### src/rtl/bitwise_fold_unit.sv
// bitwise_fold_unit: folds a packet of (a OP b) beats into one registered result.
// Optional out_zero flag is enabled by defining BITWISE_FOLD_ZERO_FLAG_EN.
`default_nettype none

module bitwise_fold_unit #(
    parameter int WIDTH = 8,
    parameter int CNTW  = 4
) (
    input  logic             clk,
    input  logic             rst,
    input  logic [WIDTH-1:0] in_a,
    input  logic [WIDTH-1:0] in_b,
    input  logic [1:0]       in_op,
    input  logic             in_last,
    input  logic             in_valid,
    output logic             in_ready,
    output logic [WIDTH-1:0] out_data,
    output logic [CNTW-1:0]  out_beats,
    output logic             out_valid,
    input  logic             out_ready
`ifdef BITWISE_FOLD_ZERO_FLAG_EN
    ,
    output logic             out_zero
`endif
);

    typedef enum logic [1:0] {
        S_IDLE = 2'd0,
        S_OPEN = 2'd1,
        S_FULL = 2'd2
    } state_t;

    localparam logic [1:0] OP_AND  = 2'b00;
    localparam logic [1:0] OP_OR   = 2'b01;
    localparam logic [1:0] OP_XOR  = 2'b10;
    localparam logic [CNTW-1:0] CNT_ONE = {{(CNTW-1){1'b0}}, 1'b1};
    localparam logic [CNTW-1:0] CNT_MAX = {CNTW{1'b1}};

    state_t           state_q;
    logic [WIDTH-1:0] acc_q;
    logic [CNTW-1:0]  cnt_q;
    logic [1:0]       op_q;
    logic             in_ready_q;
    logic             out_valid_q;

    logic             accept;
    logic [1:0]       beat_op;
    logic [WIDTH-1:0] beat_r;
    logic [WIDTH-1:0] acc_d;
    logic [CNTW-1:0]  cnt_d;

    function automatic logic [WIDTH-1:0] apply_op(input logic [1:0]       op,
                                                  input logic [WIDTH-1:0] x,
                                                  input logic [WIDTH-1:0] y);
        logic [WIDTH-1:0] res;
        case (op)
            OP_AND:  res = x & y;
            OP_OR:   res = x | y;
            OP_XOR:  res = x ^ y;
            default: res = ~(x & y);
        endcase
        return res;
    endfunction

    // Beats after the first use the latched packet op for both the per-beat
    // value and the fold; in_op only matters on the opening beat.
    always_comb begin
        accept  = in_valid && in_ready_q;
        beat_op = (state_q == S_IDLE) ? in_op : op_q;
        beat_r  = apply_op(beat_op, in_a, in_b);
        acc_d   = (state_q == S_IDLE) ? beat_r : apply_op(op_q, acc_q, beat_r);
        if (state_q == S_IDLE) begin
            cnt_d = CNT_ONE;
        end else if (cnt_q == CNT_MAX) begin
            cnt_d = cnt_q;
        end else begin
            cnt_d = cnt_q + CNT_ONE;
        end
    end

`ifdef BITWISE_FOLD_ZERO_FLAG_EN
    logic zero_q;
`endif

    always_ff @(posedge clk) begin
        if (rst) begin
            state_q     <= S_IDLE;
            acc_q       <= '0;
            cnt_q       <= '0;
            op_q        <= '0;
            in_ready_q  <= 1'b1;
            out_valid_q <= 1'b0;
`ifdef BITWISE_FOLD_ZERO_FLAG_EN
            zero_q      <= 1'b0;
`endif
        end else begin
            case (state_q)
                S_IDLE, S_OPEN: begin
                    if (accept) begin
                        op_q  <= beat_op;
                        acc_q <= acc_d;
                        cnt_q <= cnt_d;
                        if (in_last) begin
                            state_q     <= S_FULL;
                            in_ready_q  <= 1'b0;
                            out_valid_q <= 1'b1;
`ifdef BITWISE_FOLD_ZERO_FLAG_EN
                            zero_q      <= (acc_d == '0);
`endif
                        end else begin
                            state_q <= S_OPEN;
                        end
                    end
                end
                S_FULL: begin
                    if (out_ready) begin
                        state_q     <= S_IDLE;
                        in_ready_q  <= 1'b1;
                        out_valid_q <= 1'b0;
`ifdef BITWISE_FOLD_ZERO_FLAG_EN
                        zero_q      <= 1'b0;
`endif
                    end
                end
                default: begin
                    state_q     <= S_IDLE;
                    in_ready_q  <= 1'b1;
                    out_valid_q <= 1'b0;
`ifdef BITWISE_FOLD_ZERO_FLAG_EN
                    zero_q      <= 1'b0;
`endif
                end
            endcase
        end
    end

    assign in_ready  = in_ready_q;
    assign out_valid = out_valid_q;
    assign out_data  = acc_q;
    assign out_beats = cnt_q;
`ifdef BITWISE_FOLD_ZERO_FLAG_EN
    assign out_zero  = zero_q;
`endif

endmodule

`default_nettype wire
### config.mk
export PLATFORM = sky130hd
export DESIGN_NAME = bitwise_fold_unit
export DESIGN_NICKNAME = d
export VERILOG_FILES = /design/src/rtl/bitwise_fold_unit.sv
export SDC_FILE = /design/constraint.sdc
export NUM_CORES = 1
export LEC_CHECK = 0
export CAP_MARGIN = 20
export CELL_PAD_IN_SITES_DETAIL_PLACEMENT = 1
export CELL_PAD_IN_SITES_GLOBAL_PLACEMENT = 2
export CORE_AREA = 2 2 107 67
export CTS_CLUSTER_DIAMETER = 40
export DETAILED_ROUTE_END_ITERATION = 8
export DIE_AREA = 0 0 109 69
export GPL_TIMING_DRIVEN = 0
export MAX_ROUTING_LAYER = met4
export PLACE_DENSITY_LB_ADDON = 0.1
export SLEW_MARGIN = 20
export SYNTH_ARGS = -nofsm -noshare
export SYNTH_HDL_FRONTEND = slang
export SYNTH_SLANG_ARGS = --single-unit
export TNS_END_PERCENT = 100
### constraint.sdc
create_clock -name clk -period 6 [get_ports clk]
set_clock_uncertainty 0.1 [all_clocks]
set_input_delay 1.2 -clock clk [delete_from_list [all_inputs] [get_ports clk]]
set_output_delay 1.2 -clock clk [all_outputs]
set_load 0.02 [all_outputs]
==> metrics.md, run 1 <==
| Metric | Value |
|---|---|
| Status | `finished, final reports clean` |
| Relative slew slack | `between 40% and 50%` |
| Setup CP Type | `in2reg` |
| Vias in the first global route | `2,370` |
| Final slew viol count | `0` |
| Clk slew on worst S/H paths | `~0.080 ns` |
| Diodes inserted | `0` |
| Post-Synthesis Cells | `283` |
| Top_reg_cell synth | `dfxtp_1` |
| Worst EP arrival | `approximately 4.6 ns` |
| Via count | `approximately 2,300` |
| Hold_buf cts | `0` |
| TritonRoute pass-1 iters | `4` |
| Post-synth EDFFs | `0` |
| Clk sinks | `18` |
| CTS max path bufs | `2` |
| Initial core utilization | `about a third` |
| PwrDens | `roughly 190 mW/mm^2` |
| Worst Reg-to-Reg Cells | `11` |
| Global placer's final weighted congestion | `0.817` |
| Hold Path Depth | `2` |
| Drt drc | `0` |
| RR Startpoint | `state_q[1]$_SDFFE_PP0P_` |
| Yosys cell types | `52` |
| Asr flop ratio synth | `0%` |
| Die ar. | `roughly 0.0075 mm^2` |
| Cts bufs inserted | `3` |
| Fin crit share | `between 70% and 80%` |
| Worst hold path type | `reg2reg` |
| Drt first-iter violations | `approximately 110` |
| Chip height | `69 um` |
| Mapped Nets | `332` |
| DIE WIDTH | `roughly 110 um` |
| Largest net degree at the start of global routing | `11` |
| Avg Cell Area, Syn | `around 7.4 um^2` |
| Required time of the critical path | `between 6 and 7 ns` |
| Remaining antenna violation count after routing | `0` |
| Sequential-to-total area share from yosys stat | `between 10% and 20%` |
| Cells resized by post-CTS repair | `0` |
| # IOs | `37` |
| Initial antenna violation count | `0` |
| Hold Vio Cnt, Final | `0` |
| Final nets | `372` |
| WL per Instance | `about 18 um` |
| Pleak | `1.03 nW` |
| TritonCTS clock tree | `built` |
| RSZ-0062 raised after global routing | `false` |
| Post-CTS Setup Repair Bufs | `0` |
| FMAX | `around 220 MHz` |
| Setup crit start kind | `primary input` |
| Buffers on Ports | `35` |
| CP max FO | `10` |
| Placeable Area | `roughly 0.0065 mm^2` |
| FF-to-FF End | `out_data[3]$_SDFFE_PP0P_` |
| Crit end category | `register` |
| Minimum clock period | `4.48 ns` |
| #FFs+latches synth | `18` |
| H-tree depth | `1` |
| Final core utilization | `~40%` |
| Clock Tree Root | `clkbuf_8` |
| Min-delay src | `out_valid$_SDFFE_PP0P_` |
| Power, Total | `roughly 0.5 mW` |
| Hold Path Sink | `out_valid$_SDFFE_PP0P_` |
| GRT overflow | `0` |
| Max-Cap Viols | `0` |
| Max VDD drop | `around 0.074 mV` |
| Clk_lat worst skew | `between 0.2 and 0.3 ns` |
| GRT Util Overall | `a little over a fifth` |
| Row count | `23` |
| Final setup viols | `0` |
| WL final | `around 7.5 mm` |
| Fin Setup TNS | `0 ns` |
| Post-DP HPWL | `about 5.9 mm` |
| Yosys Warn Count | `0` |
| Via/cell ratio | `approximately 5.6` |
| Cell Area, Synth | `~0.0021 mm^2` |
| Tightest Pin Transition | `roughly 0.80 ns` |
| Synth-to-Final Area Change | `23.8%` |
| Worst reg2reg setup slack | `approximately 2.5 ns` |
| First-pass GRT wire length | `between 10 and 15 mm` |
| Layout cells sized above 1 | `4.67%` |
layout make-up:
| type | instances | area [um^2] |
|---|---|---|
| Buffer | 18 | 97.6 |
| Clock buffer | 3 | 41.3 |
| Fill cell | 821 | 3930 |
| Inverter | 27 | 101 |
| Multi-Input combinational cell | 220 | 1540 |
| Sequential cell | 18 | 360 |
| Tap cell | 87 | 109 |
| Timing Repair Buffer | 35 | 350 |
registers in the layout, summed over array words and instances (netlist names):
register	cells
out_valid	1
state_q	2
out_data	8
in_ready	1
out_beats	4
op_q	2
stage by stage:
| stage | instance area (um^2) | hold slack, ns | setup WS (ns) | instances |
|---|---|---|---|---|
| 2_1_floorplan | 2100 | 0.437 | 2.30 | 283 |
| 3_3_place_gp | 2560 | 0.359 | 1.28 | 405 |
| 3_5_place_dp | 2560 | 0.366 | 1.28 | 405 |
| 4_1_cts | 2600 | 0.382 | 1.56 | 408 |
| 5_1_grt | 2600 | 0.428 | 1.32 | 408 |
| 6_report | 2600 | 0.376 | 1.52 | 408 |
worst max-delay path, cell delays in order:
cell and delay, ns:
clkdlybuf4s50_1 0.61, or3b_1 0.37, clkbuf_1 0.26, nand2_1 0.28
buf_2 0.31, o211ai_1 0.14, and3_1 0.22, ha_1 0.29
nor3_1 0.05, or3_1 0.32, a311o_1 0.33, a31oi_1 0.19
cell families after synthesis:
| group | share of synthesized area (%) |
|---|---|
| muxes | 4.40 |
| AOI/OAI and AO/OA | 31.9 |
| DFF | 17.1 |
| buffers and inverters | 9.46 |
| and+or+nand+nor | 21.6 |
| adders and majority gates | 15.5 |
where the power goes:
part / total, mW / leakage [nW] / switching, mW / internal, mW
Combinational: 0.257 / 0.860 / 0.152 / 0.105
Clock: 0.0913 / 0.0216 / 0.0465 / 0.0448
Sequential: 0.145 / 0.148 / 0.0138 / 0.131
layout by cell type, fill, tap and decap left out, types with 2 or more instances in the layout:
cell type / Yosys / final
o221a_2: 2 / 2
buf_2: 3 / 3
nor2_1: 25 / 25
nor4_1: 5 / 5
mux2i_1: 7 / 7
clkbuf_8: 0 / 3
nor3_1: 5 / 5
ha_1: 26 / 26
nand2b_1: 3 / 3
o21ai_1: 5 / 5
o21ai_0: 15 / 15
or3b_1: 2 / 2
nand3_1: 8 / 8
o21bai_1: 2 / 2
a22oi_1: 5 / 5
a31oi_1: 8 / 8
nand2_1: 20 / 20
o221ai_1: 7 / 7
and3_1: 2 / 2
or2_1: 2 / 2
inv_1: 27 / 27
dfxtp_1: 18 / 18
nand4_1: 3 / 3
clkdlybuf4s50_1: 0 / 35
clkbuf_1: 10 / 10
or3_1: 4 / 4
o31ai_1: 4 / 4
o2111ai_1: 2 / 2
o211ai_1: 9 / 9
o21a_1: 2 / 2
buf_6: 3 / 3
a2111oi_0: 2 / 2
a21oi_1: 13 / 13
a311o_1: 2 / 2
a211oi_1: 7 / 7
nor2b_1: 5 / 5
nand3b_1: 3 / 3
cells in the mapped netlist, drive strengths merged (3+ instances only):
cell | count | area share, %
o21ai | 20 | 4.8
o31ai | 4 | 1.4
nor3 | 5 | 1.2
a21oi | 13 | 3.1
nand3 | 8 | 1.9
ha | 26 | 15
nor2b | 5 | 1.5
o221ai | 7 | 2.9
buf | 8 | 2.9
inv | 27 | 4.8
nand2 | 20 | 3.6
a211oi | 8 | 3.1
nand4 | 3 | 0.89
nor4 | 5 | 1.5
nor2 | 25 | 4.5
or3 | 4 | 1.2
mux2i | 7 | 3.3
dfxtp | 18 | 17
o211ai | 9 | 3.2
nand3b | 3 | 1.1
a31oi | 8 | 2.4
a22oi | 5 | 1.8
nand2b | 3 | 0.89
clkbuf | 10 | 1.8
how the worst max path moves through the flow:
stage,from,endpoint,slack (ns),cells after the start
4_1_cts,in_op[1],out_data[3]$_SDFFE_PP0P_,1.56,12
3_5_place_dp,in_op[1],out_data[3]$_SDFFE_PP0P_,1.28,12
6_report,in_op[1],out_data[3]$_SDFFE_PP0P_,1.52,12
5_1_grt,in_op[1],out_data[7]$_SDFFE_PP0P_,1.32,14
3_3_place_gp,in_op[1],out_data[3]$_SDFFE_PP0P_,1.28,12
2_1_floorplan,in_op[0],out_data[3]$_SDFFE_PP0P_,2.30,13
layer usage:
metal  vias to the layer above  routed length (um)  track usage (%)  part of all wire [%]
met5                         -                   0                -                     0
met4                         0                  37             2.71                  0.49
met3                         4                 391             2.65                   5.2
met2                        55                3080             30.4                    41
met1                      1105                3980             34.1                    53
li1                       1140                   -                -                     -
(Power assumes the default switching activity.)
==> run 2, diff against run 1 <==
- CORE_AREA: 2 2 107 67 -> 2 2 117 74
- DIE_AREA: 0 0 109 69 -> 0 0 119 76
- clock period: 6 -> 3.88 ns (I/O delays scaled with it)
==> run 2 against run 1 <==
  * Clock power rose to 2.7 times the previous value
  * First-iteration DRC count is 25% lower
  * Via count stayed put
  * Die area grew 20%
  * Design area increased by 3.4%
  * Critical path depth did not move
==> metrics.md, run 2 (synthesized netlist as in run 1, its figures left out) <==
| Metric | Value |
|---|---|
| Final hold slack | `0.385 ns` |
| Crit-path max cell delay | `around 0.52 ns` |
| Status | `finished, final reports clean` |
| Final setup viols | `0` |
| Drt first-iter violations | `86` |
| Worst Reg-to-Reg Cells | `11` |
| Layout cells sized above 1 | `just under 6%` |
| Switching share of total power | `39.6%` |
| Vias in the first global route | `about 2,300` |
| CP max FO | `4` |
| Most frequent cells in the layout | `34 x clkdlybuf4s50_1, 27 x inv_1, 26 x ha_1` |
| GRT Util Overall | `18.2%` |
| Diodes inserted | `0` |
| Clock share of power | `~28%` |
| Post-CTS Setup Repair Bufs | `0` |
| PwrDens | `323 mW/mm^2` |
| Buffers on Ports | `35` |
| Chip height | `about 76 um` |
| CP endpoint | `out_data[6]$_SDFFE_PP0P_` |
| RSZ-0062 raised after global routing | `false` |
| RR Startpoint | `state_q[1]$_SDFFE_PP0P_` |
| H-tree depth | `1` |
| Clock Tree Root | `clkbuf_16` |
| Clk sinks | `18` |
| Clk slew on worst S/H paths | `around 0.060 ns` |
| First-pass GRT wire length | `12.6 mm` |
| Required time of the critical path | `roughly 3.9 ns` |
| Internal power | `0.525 mW` |
| Max-Cap Viols | `0` |
| Largest net degree at the start of global routing | `11` |
| Crit path from | `in_a[6]` |
| Switching pwr | `0.345 mW` |
| Initial core utilization | `roughly a quarter` |
| Worst hold path type | `reg2reg` |
| Fin Setup TNS | `0 ns` |
| Via count | `around 2,300` |
| Crit end category | `register` |
| Worst reg2reg setup slack | `0.50 ns` |
| Row count | `26` |
| Minimum clock period | `3.42 ns` |
| Final nets | `about 370` |
| DIE WIDTH | `about 120 um` |
| Tightest Pin Transition | `0.769 ns` |
| Synth-to-Final Area Change | `28.0%` |
| Pleak | `1.06 nW` |
| Max reg flops | `8` |
| WL final | `around 7.9 mm` |
| Combinational share of power | `between 40 and 50%` |
| Global placer's final weighted congestion | `~0.8` |
| FMAX | `approximately 290 MHz` |
| CTS max path bufs | `2` |
| Die ar. | `0.00904 mm^2` |
| WP buf/inv | `3` |
| Crit path cell chain | `clkdlybuf4s50_1 > ha_1 > inv_1 > mux4_2 > o221ai_1 > or2_1 > inv_1 > ha_1 > o211ai_1 > a31oi_1 > o31ai_1 > a21oi_1` |
| Sequential power share | `25.6%` |
| Min-delay src | `out_valid$_SDFFE_PP0P_` |
| Fin crit share | `around nine tenths` |
| TritonRoute pass-1 iters | `4` |
| FF-to-FF End | `out_data[3]$_SDFFE_PP0P_` |
| Power, Total | `~0.87 mW` |
| Most common cell after layout, fill and taps aside | `clkdlybuf4s50_1` |
| Largest delay share family, worst path | `compound AO/OA/AOI/OAI gates` |
| Cts bufs inserted | `3` |
| Drt drc | `0` |
| Worst EP arrival | `3.45 ns` |
| Setup crit start kind | `primary input` |
| # IOs | `37` |
| TritonCTS clock tree | `built` |
| Slowest-stage cell, CP | `mux4_2` |
| Final core utilization | `around 33%` |
| Initial antenna violation count | `0` |
| Max VDD drop | `~0.16 mV` |
| Via/cell ratio | `about 5.3` |
| Relative slew slack | `~48%` |
| Area after DPL | `around 0.0026 mm^2` |
| Crit path depth | `12` |
| Final slew viol count | `0` |
| Clk_lat worst skew | `around 0.26 ns` |
| Setup CP Type | `in2reg` |
| GRT overflow | `0` |
| Hold Vio Cnt, Final | `0` |
| Placeable Area | `between 0.008 and 0.009 mm^2` |
| Remaining antenna violation count after routing | `0` |
| Final instance area | `about 0.0027 mm^2` |
| Post-DP HPWL | `approximately 6 mm` |
| WL per Instance | `about 18 um` |
run 2: area by class of cell:
cell class | count | area, um^2
buffer | 17 | 96.3
fill | 1003 | 5410
inverter | 27 | 101
timing repair buffer | 35 | 353
multi-input combinational | 220 | 1550
clock buffer | 4 | 88.8
sequential | 18 | 360
tap | 112 | 140
run 2: worst min-delay path by stage:
stage / endpoint / slack [ns] / depth (start not counted)
finish: out_valid$_SDFFE_PP0P_ / 0.39 / 2
global placement: out_valid$_SDFFE_PP0P_ / 0.39 / 2
CTS: out_beats[1]$_SDFFE_PP0P_ / 0.39 / 2
floorplan: out_valid$_SDFFE_PP0P_ / 0.44 / 2
detailed placement: out_beats[1]$_SDFFE_PP0P_ / 0.39 / 2
global route: out_valid$_SDFFE_PP0P_ / 0.42 / 2
run 2: worst register-to-register path: stages, from the launching register on:
cell and delay (ns):
dfxtp_1 0.34, buf_2 0.20, o21ai_1 0.64, nand2_2 0.26, buf_4 0.26, a22oi_1 0.23
and3_1 0.19, ha_1 0.18, a211oi_1 0.08, or3_1 0.35, a311o_1 0.33, a31oi_1 0.16
run 2: timing repair:
action | 4_1_cts | 5_1_grt
cloned | 0 | 0
endpoints found under the setup margin | 3 | 3
hold buffers | 0 | 0
gates resized for setup | 2 | 3
run 2: metrics by stage:
step	setup WS (ns)	instances
after floorplan	0.604	283
after global placement	-0.452	430
after detailed placement	-0.417	430
after CTS	0.00462	434
after global routing	0.202	433
final	0.459	433
run 2: routing by layer:
metal  routed length (um)  vias to the layer above  track usage, %
li1                     -                     1139               -
met1                 4200                     1111            26.7
met2                 3280                       48            26.9
met3                  300                        6            2.02
met4                   88                        0            4.05
met5                    0                        -               -
run 2: power by group through the flow:
stage	combinational (mW)	sequential [mW]	clock [mW]
2_1_floorplan	0.238	0.239	0
3_3_place_gp	0.394	0.227	0
3_5_place_dp	0.400	0.227	0
4_1_cts	0.403	0.224	0.250
5_1_grt	0.449	0.227	0.257
6_report	0.404	0.223	0.243
